### src/rtl/seg7_pkg.sv
// Shared definitions for the seven-segment capture block: segment encodings,
// the active-low hex digit table and the settle FSM state type.
package seg7_pkg;

  localparam logic [6:0] SEG_BLANK = 7'h7F;

  // Entry i is the active-low {g,f,e,d,c,b,a} pattern for hex digit i.
  localparam logic [15:0][6:0] SEG_TABLE = {
    7'h0E, 7'h06, 7'h21, 7'h46, 7'h03, 7'h08, 7'h10, 7'h00,
    7'h78, 7'h02, 7'h12, 7'h19, 7'h30, 7'h24, 7'h79, 7'h40
  };

  typedef enum logic [1:0] {
    S_IDLE,
    S_SETTLE,
    S_LOCK
  } state_t;

endpackage

### src/rtl/seg7_decode.sv
// Combinational reverse lookup of one active-low digit pattern into a nibble,
// flagging whether the pattern is a known digit or the all-off blank.
module seg7_decode
  import seg7_pkg::*;
(
  input  logic [6:0] seg,
  output logic       legal,
  output logic       blank,
  output logic [3:0] nibble
);

  always_comb begin
    legal  = 1'b0;
    nibble = 4'h0;
    for (int i = 0; i < 16; i++) begin
      if (seg == SEG_TABLE[i]) begin
        legal  = 1'b1;
        nibble = 4'(i);
      end
    end
  end

  assign blank = (seg == SEG_BLANK);

endmodule

### src/rtl/seg7_capture.sv
// Receives a two-digit seven-segment bus, accepts only patterns that stay
// stable for STABLE_CYCLES samples, and decodes them back to a byte.
module seg7_capture
  import seg7_pkg::*;
#(
  parameter int STABLE_CYCLES = 4,
  parameter int UPD_W         = 8
) (
  input  logic             clk100_i,
  input  logic             rstn_i,
  input  logic [6:0]       hex0_i,
  input  logic [6:0]       hex1_i,
  input  logic             clr_i,
  output logic [7:0]       byte_o,
  output logic             valid_o,
  output logic             blank_o,
  output logic             update_o,
  output logic             err_o,
  output logic [UPD_W-1:0] upd_cnt_o,
  output logic [UPD_W-1:0] err_cnt_o
);

  localparam logic [7:0]       STABLE_LIM = 8'(STABLE_CYCLES);
  localparam logic [UPD_W-1:0] CNT_MAX    = '1;

  logic [13:0] in_q;
  logic [13:0] cand_q, cand_d;
  logic [7:0]  cnt_q, cnt_d;
  state_t      state_q, state_d;
  logic        accept;

  logic       legal0, legal1, blank0, blank1;
  logic [3:0] nib0, nib1;
  logic [7:0] new_byte;

  seg7_decode u_dec0 (
    .seg    (in_q[6:0]),
    .legal  (legal0),
    .blank  (blank0),
    .nibble (nib0)
  );

  seg7_decode u_dec1 (
    .seg    (in_q[13:7]),
    .legal  (legal1),
    .blank  (blank1),
    .nibble (nib1)
  );

  assign new_byte = {nib1, nib0};

  // in_q resets to the all-blank pair so an idle bus never starts a settle.
  always_ff @(posedge clk100_i or negedge rstn_i) begin
    if (!rstn_i) begin
      in_q    <= 14'h3FFF;
      cand_q  <= 14'h3FFF;
      cnt_q   <= 8'd0;
      state_q <= S_IDLE;
    end else begin
      in_q    <= {hex1_i, hex0_i};
      cand_q  <= cand_d;
      cnt_q   <= cnt_d;
      state_q <= state_d;
    end
  end

  // Any change reloads the candidate; with STABLE_CYCLES=1 the reload itself accepts.
  always_comb begin
    state_d = state_q;
    cand_d  = cand_q;
    cnt_d   = cnt_q;
    accept  = 1'b0;
    if (in_q != cand_q) begin
      cand_d = in_q;
      cnt_d  = 8'd1;
      if (STABLE_CYCLES == 1) begin
        accept  = 1'b1;
        state_d = S_LOCK;
      end else begin
        state_d = S_SETTLE;
      end
    end else begin
      case (state_q)
        S_SETTLE: begin
          cnt_d = cnt_q + 8'd1;
          if (cnt_d == STABLE_LIM) begin
            accept  = 1'b1;
            state_d = S_LOCK;
          end
        end
        default: ;
      endcase
    end
  end

  // clr_i is applied last so it wins over an increment in the same cycle.
  always_ff @(posedge clk100_i or negedge rstn_i) begin
    if (!rstn_i) begin
      byte_o    <= 8'h00;
      valid_o   <= 1'b0;
      blank_o   <= 1'b0;
      update_o  <= 1'b0;
      err_o     <= 1'b0;
      upd_cnt_o <= '0;
      err_cnt_o <= '0;
    end else begin
      update_o <= 1'b0;
      if (accept) begin
        if (legal0 && legal1) begin
          byte_o  <= new_byte;
          valid_o <= 1'b1;
          blank_o <= 1'b0;
          if (!valid_o || (new_byte != byte_o)) begin
            update_o <= 1'b1;
            if (upd_cnt_o != CNT_MAX) upd_cnt_o <= upd_cnt_o + 1'b1;
          end
        end else if (blank0 && blank1) begin
          blank_o <= 1'b1;
          valid_o <= 1'b0;
        end else begin
          err_o <= 1'b1;
          if (err_cnt_o != CNT_MAX) err_cnt_o <= err_cnt_o + 1'b1;
        end
      end
      if (clr_i) begin
        upd_cnt_o <= '0;
        err_cnt_o <= '0;
        err_o     <= 1'b0;
      end
    end
  end

endmodule
### config.mk
export PLATFORM = sky130hd
export DESIGN_NAME = seg7_capture
export DESIGN_NICKNAME = d
export VERILOG_FILES = /design/src/rtl/seg7_pkg.sv /design/src/rtl/seg7_decode.sv /design/src/rtl/seg7_capture.sv
export SDC_FILE = /design/constraint.sdc
export NUM_CORES = 1
export LEC_CHECK = 0
export ABC_CLOCK_PERIOD_IN_PS = 2900
export CAP_MARGIN = 20
export CORE_MARGIN = 4
export CORE_UTILIZATION = 25
export DETAILED_ROUTE_END_ITERATION = 8
export SKIP_LAST_GASP = 1
export SYNTH_ARGS = -nofsm -noshare
export SYNTH_HDL_FRONTEND = slang
export SYNTH_SLANG_ARGS = --single-unit
### constraint.sdc
create_clock -name clk100_i -period 2.9 [get_ports clk100_i]
set_input_delay 0.58 -clock clk100_i [delete_from_list [all_inputs] [get_ports clk100_i]]
set_output_delay 0.58 -clock clk100_i [all_outputs]
set_load 0.05 [all_outputs]
==> results by group <==
Power
  – Leak Pwr: 2.053 nW
  – Maximum vdd drop: ~0.00019 V
  – Power density over the cells: approximately 430 nW/um^2

Setup path
  – CP top delay family: compound AO/OA/AOI/OAI gates
  – Crit path launch type: register
  – FF-to-FF End: upd_cnt_o[7]
  – Crit-path cells: or3b_1 > a2111oi_4 > nor4_2 > o211ai_2 > a2111oi_4 > a41o_4 > or4_4 > a21oi_2
  – Req. time, crit path: 3140 ps
  – CP max-delay cell: dfstp_2
  – Reg-to-reg critical path startpoint: in_q[8]
  – Crit-path most repeated cell: a2111oi_4
  – CP Data Arrival Time: a little over 3000 ps
  – Crit end category: register
  – CP Class: register to register
  – Crit Path Max Fanout: 7
  – Crit path buf inv count: 0
  – R2R cell count: 8
  – FF-to-FF setup slack: 40 ps
  – CP max stage delay: approximately 600 ps

Yosys
  – Biggest area consumer among synthesized cells: dfrtp_1
  – Ys flop type: dfrtp_1
  – Register area share after synthesis: 44.30%
  – Mux share of post-synthesis cell area: under 10%
  – Post-synthesis xor/xnor area fraction: roughly 6.4%
  – Yosys warning count: 0
  – Synthesized cell area: between 3000 and 4000 sq um
  – Top-area cell type share of the netlist area: 24.98%
  – Post-synth ARST share: 100.0%
  – Yosys reg bits: 66
  – Compound-cell area share of the yosys netlist: between 10 and 15%
  – Syn Nets: just over 400
  – Post-synth EDFFs: 0
  – Syn_area_per_cell: 9.864 sq um
  – Adder-cell share of the synthesized area: less than 1%
  – Synth Instances: around 390
  – Top post-synthesis cells by area: dfrtp_1 25%, dfstp_2 19%, xor2_1 4.4%
  – Simple-Gate Fraction of Synth Area: around 25%
  – Largest family of logic cells by synthesized area: simple AND/OR/NAND/NOR gates
  – Synth cell types: between 70 and 80

Place
  – Post-DP HPWL: approximately 6600 microns
  – I/O Buffers: 44
  – Placed cell count: slightly above 600
  – Dpl ws: -30.91 ps
  – Dpl cell area: 4472 sq um
  – Gp weighted congestion: ~0.85

CTS
  – Worst skew pair latency: approximately 320 ps
  – TritonCTS buffer count: 9
  – Clock Sinks: 66
  – Bufs on Longest Clock Path: 2
  – CTS clock-pin slew for the worst setup and hold paths: approximately 60 ps
  – Root Driver: clkbuf_16
  – CTS tree: done
  – H-tree levels: 3

Route
  – Via/cell ratio: ~5.0
  – DRT Wirelength: between 9000 and 10000 microns
  – Initial DRC count: between 150 and 200
  – Wirelength per Cell: between 15 and 20 microns
  – Routed Antenna Nets: 0
  – Remaining DRCs: 0
  – Total number of vias: 3209
  – Drt first pass iters: 4

STA
  – Setup-failing EPs final: 0
  – Final Max Slew Viols: 0
  – RSZ-0062 raised after global routing: yes
  – Fin crit share: 98.55%
  – Final worst slack: about 42 ps
  – FMAX: roughly 350 MHz
  – Clock skew: ~5.3 ps
  – Least-Margin Pin Slew: between 800 and 900 ps
  – Setup TNS: 0 ps
  – Fin crit period: between 2000 and 3000 ps
  – Slew headroom: about 46%
  – Final hold vios: 0

Floorplan
  – Starting density of the core: roughly a quarter
  – Die ar.: between 15000 and 20000 sq um
  – Die Ht: approximately 130 microns
  – DIE WIDTH: between 100 and 150 microns
  – Site Rows: between 40 and 50
  – Io pins: 45
  – Core area: around 15000 sq um

Finish
  – Diodes inserted: 0
  – Nets: 478
  – Non-Filler Instances: 647
  – Most frequent cells in the layout: 51 x buf_4, 43 x clkdlybuf4s50_1, 38 x dfrtp_1
  – Post-route cell area: about 5200 sq um
  – Leading cell type in the layout, fill and taps excluded: buf_4
  – Filler cells: around 1400
  – Synth-to-Final Area Change: 36.58%
  – Share of post-route cells with drive strength above 1: approximately a third

Global route
  – Initial antenna violation count: 0
  – Largest net degree at the start of global routing: 36
  – Vias in the first global route: 3018
  – GRT overflow: 0
  – GRT Resource Usage Total: 10.74%
  – First-pass GRT wire length: ~15000 microns

Status
  – Run status: finished, final reports clean

Job
  – Max-Cap Viols: 0

Hold path
  – Hold WC Path Type: primary input to async pin
==> per-stage QoR <==
step | hold slack (ps) | util (%) | power [W]
final | 318.1 | 35.38 | 0.002255
after global routing | 383.7 | 35.38 | 0.002356
after CTS | 344.5 | 32.58 | 0.002243
after detailed placement | 435.0 | 30.42 | 0.001175
after global placement | 432.0 | 30.42 | 0.001172
after floorplan | 284.4 | - | 0.001105
==> flip-flops by register name, summed over array words and instances, names as in the netlist <==
signal and flops:
state_q 2, in_q 14, cand_q 14, valid_o 1, update_o 1, cnt_q 8
err_cnt_o 8, blank_o 1, upd_cnt_o 8, err_o 1, byte_o 8
==> per-layer routing <==
layer	vias up	track usage (%)	wire, microns
met1	1579	14.72	4648
li1	1546	-	-
met2	74	16.82	4770
met3	10	1.950	284
met5	-	0	0
met4	0	4.317	122
==> power by group <==
group / total [W] / leakage [nW] / switching, W / internal, W
clock network: 0.00105 / 0.140 / 0.000397 / 0.000651
registers: 0.000986 / 0.816 / 0.0000272 / 0.000959
logic: 0.000220 / 1.10 / 0.000112 / 0.000108
==> cells in the mapped netlist, drive strengths merged (5+ instances only) <==
master and n:
dfstp 28, nor2 34, xnor2 8, buf 22, or3 6, o31ai 5, nand2 14, nor4 9
a21oi 20, inv 12, nand4 9, o21ai 11, nand3b 5, clkbuf 17, nand3 21, xor2 19
and2 5, and3 7, nand2b 5, or4 8, dfrtp 38, nor3b 7, nor3 9
==> final cells by class <==
class	instances	area, sq um	area share (%)
sequential	66	1694	32.58
timing repair buffer	100	887.1	17.06
tap	184	230.2	4.427
inverter	12	45.04	0.8662
clock buffer	12	267.8	5.149
clock inverter	4	25.02	0.4812
multi-input combinational	269	2051	39.44
==> how the worst max path moves through the flow <==
stage	startpoint	endpoint	slack [ps]	depth (start not counted)
finish	in_q[8]	upd_cnt_o[7]	40	8
global route	in_q[8]	upd_cnt_o[7]	-60	9
CTS	in_q[8]	upd_cnt_o[4]	3	9
detailed placement	in_q[12]	upd_cnt_o[4]	-30	9
global placement	in_q[12]	upd_cnt_o[5]	50	9
floorplan	in_q[8]	upd_cnt_o[7]	230	11
==> timing repair <==
action / 4_1_cts / 5_1_grt
gates resized for setup: 2 / 45
gates cloned: 0 / 0
setup buffers: 2 / 26
hold buffers: 0 / 0
pin swaps: 0 / 14
endpoints found under the setup margin: 4 / 14
==> logic make-up (layout without fill, tap and decap cells) <==
family | after synthesis | after routing
buffers and inverters | 51 | 128
muxes | 7 | 7
adders and majority gates | 3 | 3
xor gates and xnor gates | 27 | 27
DFF | 66 | 66
and+or+nand+nor | 159 | 159
AOI/OAI and AO/OA | 73 | 73
Power figures use the tool's default switching activity.
